<file path="config.mk">
export PLATFORM = sky130hd
export DESIGN_NAME = cell_program_sequencer
export DESIGN_NICKNAME = d
export VERILOG_FILES = /design/src/rtl/cell_program_sequencer_pkg.sv /design/src/rtl/cell_program_sequencer_fetch_pipe.sv /design/src/rtl/cell_program_sequencer.sv
export SDC_FILE = /design/constraint.sdc
export NUM_CORES = 1
export LEC_CHECK = 0
export ABC_AREA = 1
export BUFFER_PORTS_ARGS = -buffer_cell sky130_fd_sc_hd__buf_4
export CAP_MARGIN = 0
export CORE_UTILIZATION = 56
export CTS_CLUSTER_DIAMETER = 60
export DETAILED_ROUTE_END_ITERATION = 10
export PLACE_DENSITY = 0.81
export SLEW_MARGIN = 40
export SYNTH_ARGS = -nofsm -noshare
export SYNTH_HDL_FRONTEND = slang
export SYNTH_SLANG_ARGS = --single-unit
</file>
<file path="constraint.sdc">
create_clock -name clk -period 2.71 [get_ports clk]
set_input_delay 0.542 -clock clk [delete_from_list [all_inputs] [get_ports clk]]
set_output_delay 0.542 -clock clk [all_outputs]
set_load 0.02 [all_outputs]
</file>
<file path="src/rtl/cell_program_sequencer_pkg.sv">
// Shared types for the cell program sequencer: FSM state encoding and default widths.
// Latency: n/a (declarations only).
// Backpressure: n/a.
package seq_pkg;

    localparam int PC_WIDTH_DEF    = 12;
    localparam int INSTR_WIDTH_DEF = 16;
    localparam int GEN_WIDTH_DEF   = 16;

    typedef enum logic [1:0] {
        IDLE      = 2'd0,
        FETCH     = 2'd1,
        COMMIT    = 2'd2,
        WAIT_SYNC = 2'd3
    } seq_state_t;

endpackage

</file>
<file path="src/rtl/cell_program_sequencer_fetch_pipe.sv">
// Fetch pointer, 1-cycle instruction-memory read alignment and broadcast output registers.
// Latency: address to registered instruction is 2 cycles; one instruction per cycle.
// Backpressure: none; the cell array consumes every enabled cycle.
// Ports: fetching/start_slow/start_fast/len_q from the FSM, imem_addr/imem_rdata to
// instruction memory, instruction/program_counter/execution_enable to the array.
module seq_fetch_pipe #(
    parameter int PC_WIDTH    = 12,
    parameter int INSTR_WIDTH = 16
) (
    input  logic                   clk,
    input  logic                   rst,
    input  logic                   fetching,
    input  logic                   start_slow,
    input  logic                   start_fast,
    input  logic [PC_WIDTH-1:0]    len_q,
    input  logic [INSTR_WIDTH-1:0] imem_rdata,
    output logic [PC_WIDTH-1:0]    imem_addr,
    output logic [INSTR_WIDTH-1:0] instruction,
    output logic [PC_WIDTH-1:0]    program_counter,
    output logic                   execution_enable
);

    logic [PC_WIDTH-1:0] fp;
    logic [PC_WIDTH-1:0] fp_d;
    logic                v;
    logic                issue;

    // fp stops at len_q, so a full-range program never wraps the address.
    assign issue     = fetching && (fp < len_q);
    // Address 0 is presented whenever no read is issued, so a generation that
    // starts straight out of COMMIT/WAIT_SYNC already has word 0 on imem_rdata.
    assign imem_addr = issue ? fp : '0;

    always_ff @(posedge clk or negedge rst) begin
        if (!rst) begin
            fp               <= '0;
            fp_d             <= '0;
            v                <= 1'b0;
            instruction      <= '0;
            program_counter  <= '0;
            execution_enable <= 1'b0;
        end else begin
            if (start_slow) begin
                fp <= '0;
                v  <= 1'b0;
            end else if (start_fast) begin
                // Word 0 was read during the previous cycle; continue from 1.
                fp   <= PC_WIDTH'(1);
                fp_d <= '0;
                v    <= 1'b1;
            end else begin
                v    <= issue;
                fp_d <= fp;
                if (issue) begin
                    fp <= fp + 1'b1;
                end
            end

            if (v) begin
                instruction      <= imem_rdata;
                program_counter  <= fp_d;
                execution_enable <= 1'b1;
            end else begin
                execution_enable <= 1'b0;
            end
        end
    end

endmodule

</file>
<file path="src/rtl/cell_program_sequencer.sv">
// Lock-step instruction sequencer for the cell array; commits nextState once per generation.
// Latency: run sampled -> first enabled instruction 2 cycles later; back-to-back generations
// restart 2 cycles after the commit cycle. Backpressure: none.
// Optional feature macro SEQ_FRAME_SYNC_EN: after each commit wait for frame_sync before
// the next generation. Ports: run/prog_len control, imem_* memory read, instruction /
// program_counter / execution_enable / state_commit broadcast, busy and generation status.
module cell_program_sequencer
    import seq_pkg::*;
#(
    parameter int PC_WIDTH    = PC_WIDTH_DEF,
    parameter int INSTR_WIDTH = INSTR_WIDTH_DEF,
    parameter int GEN_WIDTH   = GEN_WIDTH_DEF
) (
    input  logic                   clk,
    input  logic                   rst,
    input  logic                   run,
    input  logic [PC_WIDTH-1:0]    prog_len,
    output logic [PC_WIDTH-1:0]    imem_addr,
    input  logic [INSTR_WIDTH-1:0] imem_rdata,
    input  logic                   frame_sync,
    output logic [INSTR_WIDTH-1:0] instruction,
    output logic [PC_WIDTH-1:0]    program_counter,
    output logic                   execution_enable,
    output logic                   state_commit,
    output logic                   busy,
    output logic [GEN_WIDTH-1:0]   generation
);

    seq_state_t          state;
    logic [PC_WIDTH-1:0] len_q;
    logic                start_req;
    logic                fast_start;
    logic                len_nz;
    logic                start_slow;
    logic                start_fast;

`ifndef SEQ_FRAME_SYNC_EN
    logic frame_sync_unused;
    assign frame_sync_unused = frame_sync;
`endif

    assign len_nz = (prog_len != '0);
    assign busy   = (state != IDLE);

    // A new generation begins at this edge; fast starts come from states that
    // were already holding address 0 on the memory.
    always_comb begin
        start_req  = 1'b0;
        fast_start = 1'b0;
        case (state)
            IDLE: start_req = run;
`ifdef SEQ_FRAME_SYNC_EN
            WAIT_SYNC: begin
                start_req  = run && frame_sync;
                fast_start = 1'b1;
            end
`else
            COMMIT: begin
                start_req  = run;
                fast_start = 1'b1;
            end
`endif
            default: ;
        endcase
    end

    assign start_slow = start_req && !fast_start && len_nz;
    assign start_fast = start_req && fast_start && len_nz;

    always_ff @(posedge clk or negedge rst) begin
        if (!rst) begin
            state        <= IDLE;
            len_q        <= '0;
            state_commit <= 1'b0;
            generation   <= '0;
        end else begin
            state_commit <= 1'b0;
            if (start_req) begin
                len_q <= prog_len;
                if (len_nz) begin
                    state <= FETCH;
                end else begin
                    // Empty program: the generation is just a commit.
                    state        <= COMMIT;
                    state_commit <= 1'b1;
                    generation   <= generation + 1'b1;
                end
            end else begin
                case (state)
                    IDLE: ;
                    FETCH: begin
                        // Commit follows the cycle that broadcasts the last word.
                        if (execution_enable && (program_counter == len_q - 1'b1)) begin
                            state        <= COMMIT;
                            state_commit <= 1'b1;
                            generation   <= generation + 1'b1;
                        end
                    end
`ifdef SEQ_FRAME_SYNC_EN
                    COMMIT: state <= WAIT_SYNC;
                    WAIT_SYNC: begin
                        if (!run) begin
                            state <= IDLE;
                        end
                    end
`else
                    COMMIT: state <= IDLE;
`endif
                    default: state <= IDLE;
                endcase
            end
        end
    end

    seq_fetch_pipe #(
        .PC_WIDTH    (PC_WIDTH),
        .INSTR_WIDTH (INSTR_WIDTH)
    ) u_fetch_pipe (
        .clk              (clk),
        .rst              (rst),
        .fetching         (state == FETCH),
        .start_slow       (start_slow),
        .start_fast       (start_fast),
        .len_q            (len_q),
        .imem_rdata       (imem_rdata),
        .imem_addr        (imem_addr),
        .instruction      (instruction),
        .program_counter  (program_counter),
        .execution_enable (execution_enable)
    );

endmodule

</file>
### Yosys cells after proc, flatten, opt, wreduce, memory -nomap -nowiden

Cells that the tools add are included.

* bitwise gates (word level): 0
* div/mod/pow operators: 0
* multipliers: 0
* magnitude comparators: 1
* reductions and logical operators: 16
* add/subtract/negate cells: 3
* mux-type cells: 22
* equality and inequality tests: 6
* shift-type cells: 0

Operators with widths (count)
* two-way mux 16 bit: 4
* two-way mux 12 bit: 5
* adder 16 x 1 -> 16 bit (second input constant): 1
* adder 12 x 1 -> 12 bit (second input constant): 1
* equality test 12 bit: 1
* less-than comparator 12 bit: 1
* nonzero test 12 bit: 1
* subtractor 12 x 1 -> 12 bit (second input constant): 1
* two-way mux 1 bit: 9
* logical AND 1 bit: 6
* two-way mux 2 bit: 3
* nonzero test 2 bit: 3
* inequality test 2 bit (second input constant): 2
* one-hot mux 2 bit (2 select lines): 1
* inequality test 3 bit (second input constant): 1
* AND reduction 3 bit: 1
* nonzero test 3 bit: 1
* equality test 2 x 1 -> 1 bit (second input constant): 1
* equality test 2 bit (second input constant): 1
* logical NOT 2 bit: 1
* AND reduction 2 bit: 1
* OR reduction 2 bit: 1
* logical NOT 1 bit: 1

* latch bits: 0
* memories: 0
* flip-flop bits (word level): 85
* memory bits (writable): 0
* logic and storage cells: 58
* memory bits (read-only): 0
* input port bits: 32

### Logic depth before layout (Yosys ltp)

Gate-level depths: netlist of run 1.

* word-level depth: 7
* depth in mapped cells: 16

### Cells and area by module

From an unflattened synthesis of run 1, not the netlist that was laid out.

* cell total of the unflattened synthesis: 589
* area, all modules: 4809.6 sq um

Modules (own cells, without submodules)
* seq_fetch_pipe: cells an instance 306, area an instance 2791.4 sq um, seq. area each 1351.3 sq um, instances 1
* cell_program_sequencer: cells an instance 283, area an instance 2018.2 sq um, seq. area each 775.7 sq um, instances 1

### Least setup slack after synthesis of run 1

OpenSTA, ideal clock, no wires.

* path kind: register to output
* from: register len_q[9]
* to: output imem_addr[10]
* path buffers: 1
* slack: 0.292 ns
* cell stages (with the launch flop): 9
* data arrival time: 1.876 ns
* path through: dfrtp_1 > inv_1 > ha_1 > a21oi_1 > nor2_1 > a211oi_1 > nand4_2 > clkbuf_1 > nor2_1

* cells in the longest elaborated chain, start to end: 3

Ends and longest elaborated chain
* start, declared: RTL line cell_program_sequencer.sv:30 `logic [PC_WIDTH-1:0] len_q;`
* start signal, assigned: RTL line cell_program_sequencer.sv:79 `len_q <= prog_len;`
* less-than comparator 12 bit: RTL line cell_program_sequencer_fetch_pipe.sv:29 `assign issue = fetching && (fp < len_q);`
* logical AND 1 bit: RTL line cell_program_sequencer_fetch_pipe.sv:29
* two-way mux 12 bit: RTL line cell_program_sequencer_fetch_pipe.sv:32 `assign imem_addr = issue ? fp : '0;`
* end, declared: RTL line cell_program_sequencer.sv:18 `output logic [PC_WIDTH-1:0] imem_addr,`

No other way between the ends.

### Final worst setup path of run 1

* from: register len_q[7]
* to: output imem_addr[7]

The elaborated chain is that of the path after synthesis.

==> results.txt, run 1 <==
Die footprint: 0.00870 sq mm
Internal: 3570 uW
Asr flop ratio synth: 100%
Maximum vdd drop: 0.617 mV
First-pass GRT wire length: 19.0 mm
P_sw: 2770 uW
Max_cap viols: 0
IO Count: 91
Post-synthesis sequential area ratio: 45.6%
Worst Path Required: 2.17 ns
Worst skew pair latency: 0.36 ns
Status: complete, no violations
CTS Hold Bufs: 0
GRT overflow: 0
Initial antenna violation count: 0
Worst slew pin tran: 0.546 ns
Ant. Diodes: 0
FF-to-FF setup slack: 0.40 ns
Max Slew Vio Count: 0
Worst-path clk slew: 0.08 ns
Yosys reg bits: 85
Net Sw Frac: 43.7%
Reg power frac: 33.6%
PwrDens: 1090 mW/mm^2
H-tree depth: 3
Share of total power in combinational logic: 49.4%
Clock root buffer: clkbuf_8
Distinct cell type count after synthesis: 33
Row count: 32
Post-route cell area: 0.00579 sq mm
Number of remaining DRC errors: 0
Crit path DAT: 2.09 ns
Initial Utilization: 59.2%
Biggest area consumer among synthesized cells: dfrtp_1
CP endpoint kind: output port
Final ANT Viol Nets: 0
Routability cong.: 0.874
Top-count cell post-synth: nand2_1
Final hold vios: 0
Nets: 723
Die Wd: 93.3 um
CTS tree: built
Gr usage total: 28.1%
Final setup violation count: 0
CTS Buf Count: 9
Mapped Cells: 576
WL final: 11.6 mm
Static leakage: 0.00294 uW
Commonest cells post-synth: 124 x nand2_1, 85 x dfrtp_1, 81 x inv_1
Clock Skew: 0.0121 ns
Placed Area: 0.00548 sq mm
Core area: 0.00789 sq mm
Clock Power Share: 17.0%
Die height: 93.3 um
Final worst-path cycle share: 97.1%
1st-iter DRT viols: 224
Synthesized cell area: 0.00467 sq mm
Post-Syn Nets: 622
Ranking of synthesized cells by area: dfrtp_1 46%, nand2_1 10%, inv_1 6.5%, nand3_1 5.1%, nor2_1 4.2%
DP Wirelength: 8.48 mm
Setup WS pre-CTS: 0.118 ns
Vias in the first global route: 4,116
RSZ-0062 raised after global routing: true
PnR worst setup slack: 0.0797 ns
Share of cells above drive strength 1: 24.0%
Post-route minimum period: 2.63 ns
Syn-to-layout area delta: 24.2%
Max Fanout on Critical Path: 13
Avg WL per Cell: 14.8 um
Post-synth EDFFs: 0
Ys Warns: 0
Syn avg cell area: 8.10 sq um
Ys flop type: dfrtp_1
Vias/cell: 5.37
Drt pass-1 iters: 5
Worst hold path type: primary input to asynchronous set/reset pin
Routed via count: 4,207
Worst setup SP type: flop
Critical path type: flop to output port
FMAX: 0.380 GHz
Slew margin rel.: 63.6%
Clock sinks: 85
Largest net degree at the start of global routing: 53
Synth top area share: 45.6%
Bufs on Longest Clock Path: 2
IO Port Bufs: 89
==> timing repair <==
item	4_1_cts	5_1_grt
gates resized for setup	2	7
setup buffers	2	4
setup endpoints to repair	12	12
pin swaps	1	0
hold endpoints to repair	0	0
==> power groups by stage <==
stage / combinational (uW) / clock [uW] / sequential, uW
after floorplan: 1800 / 0 / 2270
after global placement: 2860 / 0 / 2120
after detailed placement: 2980 / 0 / 2140
after CTS: 3030 / 1080 / 2120
after global routing: 3470 / 1140 / 2180
final: 3130 / 1070 / 2130
==> per-stage QoR <==
stage	std cells	util, %	hold slack (ns)	total power (uW)	TNS [ns]
3_3_place_gp	762	69.4	0.468	4980	0
5_1_grt	784	73.5	0.150	6790	-0.312
6_report	784	73.5	0.119	6340	0
3_5_place_dp	762	69.4	0.498	5120	0
2_1_floorplan	576	-	0.246	4070	0
4_1_cts	780	72.7	0.144	6230	0
==> sequential cells by signal, indices dropped and copies added (netlist names) <==
register                       count
u_fetch_pipe.execution_enable      1
u_fetch_pipe.fp_d                 12
u_fetch_pipe.fp                   12
state_commit                       1
len_q                             12
u_fetch_pipe.program_counter      12
generation                        16
u_fetch_pipe.instruction          16
u_fetch_pipe.v                     1
state                              2
==> metal layers <==
metal | vias up | wire, um | track usage [%]
li1 | 2044 | - | -
met1 | 2042 | 4890 | 35.4
met2 | 99 | 6000 | 50.1
met3 | 22 | 462 | 4.80
met4 | 0 | 233 | 7.18
met5 | - | 0 | 0
==> worst max-delay path: stages (launching register included) <==
cell     delay [ns]
dfrtp_2        0.43
inv_1          0.08
ha_1           0.35
a21oi_2        0.18
o31ai_1        0.09
nand2_1        0.07
nand4_2        0.09
buf_6          0.17
nor2_1         0.11
buf_4          0.15
==> path summary, 6_finish.rpt <==
check	depth (start not counted)	to	from
setup / recovery	9	imem_addr[7]	len_q[7]$_DFFE_PN0P_
setup reg to reg	13	generation[6]$_DFFE_PN0P_	len_q[0]$_DFFE_PN0P_
hold / removal	1	state_commit$_DFF_PN0_	rst
hold reg to reg	1	u_fetch_pipe.instruction[7]$_DFFE_PN0P_	u_fetch_pipe.instruction[7]$_DFFE_PN0P_
min in group clk	2	u_fetch_pipe.instruction[13]$_DFFE_PN0P_	imem_rdata[13]
max in group asynchronous	2	u_fetch_pipe.v$_DFF_PN0_	rst
==> cells in the final DEF (no fill, tap or decap), drive strengths merged <==
| master | n |
|---|---|
| nor4 | 4 |
| or2 | 3 |
| inv | 81 |
| a21oi | 17 |
| nand3 | 49 |
| ha | 14 |
| o21ai | 38 |
| nor2 | 58 |
| xnor2 | 10 |
| and3 | 1 |
| nor3 | 13 |
| dfrtp | 85 |
| o22ai | 7 |
| mux2 | 16 |
| nand2 | 131 |
| bufinv | 3 |
| xor2 | 18 |
| o31ai | 2 |
| clkbuf | 10 |
| buf | 106 |
| nand3b | 3 |
| clkinvlp | 1 |
| nand4 | 8 |
| clkinv | 3 |
| a211oi | 1 |
==> cell type report <==
class	instances	area (sq um)
Sequential cell	85	2130
Multi-Input combinational cell	393	2180
Clock inverter	6	111
Tap cell	102	128
Inverter	82	308
Fill cell	580	2090
Timing Repair Buffer	106	812
Clock buffer	10	128
==> cell families (layout without fill, tap and decap cells) <==
kind of cell    Yosys count  after routing  synth area share [%]
fa+ha+maj                14             14                  3.75
xor+xnor                 28             28                  5.25
simple gates            270            270                  25.8
mux                      16             16                  3.86
buf+inv                  98            204                  8.39
flops                    85             85                  45.6
compound gates           65             65                  7.32
Note: power is estimated with default switching activity, not from simulation.
==> run 2: changes to the inputs <==
- clock period: 2.71 -> 3 ns (I/O delays scaled with it)
==> results.txt, run 2 (synthesis results as in run 1) <==
Fillers: 632
Final ANT Viol Nets: 0
WL final: 10.9 mm
Number of remaining DRC errors: 0
Die height: 93.3 um
Initial Utilization: 59.2%
1st-iter DRT viols: 199
Critical path type: flop to output port
Worst skew pair latency: 0.37 ns
DP Wirelength: 8.08 mm
Worst setup SP type: flop
CTS Buf Count: 9
GRT overflow: 0
Clock Skew: 0.0104 ns
Die Wd: 93.3 um
Status: complete, no violations
FF-to-FF setup slack: 0.63 ns
Final setup violation count: 0
CTS Hold Bufs: 0
Max Slew Vio Count: 0
Max_cap viols: 0
Avg WL per Cell: 14.2 um
Routed via count: 4,157
Largest net degree at the start of global routing: 86
Ant. Diodes: 0
Row count: 32
Worst Path Required: 2.40 ns
RR Endpoint: u_fetch_pipe.fp[5]$_DFFE_PN0P_
Slew margin rel.: 55.5%
First-pass GRT wire length: 18.1 mm
Crit path DAT: 2.21 ns
H-tree depth: 3
FMAX: 0.356 GHz
Bufs on Longest Clock Path: 2
Clock root buffer: clkbuf_8
IO Port Bufs: 89
CTS tree: built
IO Count: 91
Worst-path clk slew: 0.09 ns
PwrDens: 961 mW/mm^2
Core area: 0.00789 sq mm
Die footprint: 0.00870 sq mm
Clock sinks: 85
Final hold vios: 0
Commonest non-fill, non-tap cell in the layout: nand2_1
Post-route minimum period: 2.81 ns
Worst slew pin tran: 0.668 ns
Vias/cell: 5.38
Largest registers: generation x16, u_fetch_pipe.instruction x16
RR Startpoint: len_q[7]$_DFFE_PN0P_
Share of cells above drive strength 1: 21.6%
Worst R2R Path Depth: 11
Maximum vdd drop: 0.623 mV
Gr usage total: 26.7%
Setup WS pre-CTS: 0.425 ns
RSZ-0062 raised after global routing: false
PnR worst setup slack: 0.189 ns
Initial antenna violation count: 0
Worst hold path type: primary input to asynchronous set/reset pin
Final worst-path cycle share: 93.7%
Nets: 712
Routability cong.: 0.887
Static leakage: 0.00286 uW
Syn-to-layout area delta: 20.7%
Max Fanout on Critical Path: 13
Setup tns final: 0 ns
Drt pass-1 iters: 5
Vias in the first global route: 3,885
CP endpoint kind: output port
Most frequent cells in the layout: 124 x nand2_1, 94 x buf_4, 85 x dfrtp_1, 81 x inv_1, 52 x nor2_1
run 2: changes by cell type in the layout (fill, tap and decap cells not counted), sizes merged:
cell	previous run	this run
buf	106	94
bufinv	3	1
clkbuf	10	11
clkinv	3	2
inv	81	83
clkinvlp	1	2
run 2: what timing repair did:
item | in CTS | in global routing
setup buffers | 0 | 1
resized for setup | 0 | 1
endpoints found under the setup margin | 0 | 12
run 2: how the worst max path moves through the flow:
stage	startpoint	depth (start not counted)	to	slack [ns]
2_1_floorplan	len_q[9]$_DFFE_PN0P_	8	imem_addr[10]	0.52
3_3_place_gp	len_q[9]$_DFFE_PN0P_	8	imem_addr[7]	0.51
3_5_place_dp	len_q[9]$_DFFE_PN0P_	8	imem_addr[4]	0.42
4_1_cts	len_q[9]$_DFFE_PN0P_	8	imem_addr[4]	0.0008
5_1_grt	len_q[7]$_DFFE_PN0P_	9	imem_addr[4]	0.05
6_report	len_q[7]$_DFFE_PN0P_	9	imem_addr[4]	0.19
run 2: report_power, final:
part           switching [uW]  leakage [uW]  internal (uW)
combinational            1580       0.00168           1060
clock                     451     0.0000935            393
sequential                417       0.00109           1510
total                    2450       0.00286           2960
run 2: critical path: stages, from the launching register on:
cell     delay, ns
dfrtp_1       0.49
inv_1         0.11
ha_1          0.34
a21oi_1       0.18
o31ai_1       0.10
nand2_1       0.08
nand4_2       0.08
buf_4         0.20
nor2_1        0.12
buf_4         0.15
run 2: layout make-up:
cell class                 instances  area, sq um  area share, %
inverter                          82          308           5.46
multi-input combinational        393         2150           38.2
timing repair buffer              95          719           12.8
sequential                        85         2130           37.8
tap                              102          128           2.27
clock inverter                     6         71.3           1.27
clock buffer                      10          128           2.27
run 2: routing by layer:
layer,track usage (%),wire length (um),vias to the layer above
li1,-,-,2037
met1,34.7,4610,1973
met2,44.2,5500,129
met3,5.77,627,18
met4,9.49,198,0
met5,0,0,-
run 2: per-stage QoR:
step	utilization (%)	cell area [sq um]	hold slack, ns	power [uW]	cells
after floorplan	-	4670	0.304	3680	576
after CTS	71.2	5620	0.316	5390	772
after global routing	71.4	5630	0.326	5810	773
after global placement	68.7	5420	0.467	4440	756
after detailed placement	68.7	5420	0.481	4560	756
final	71.4	5630	0.241	5410	773
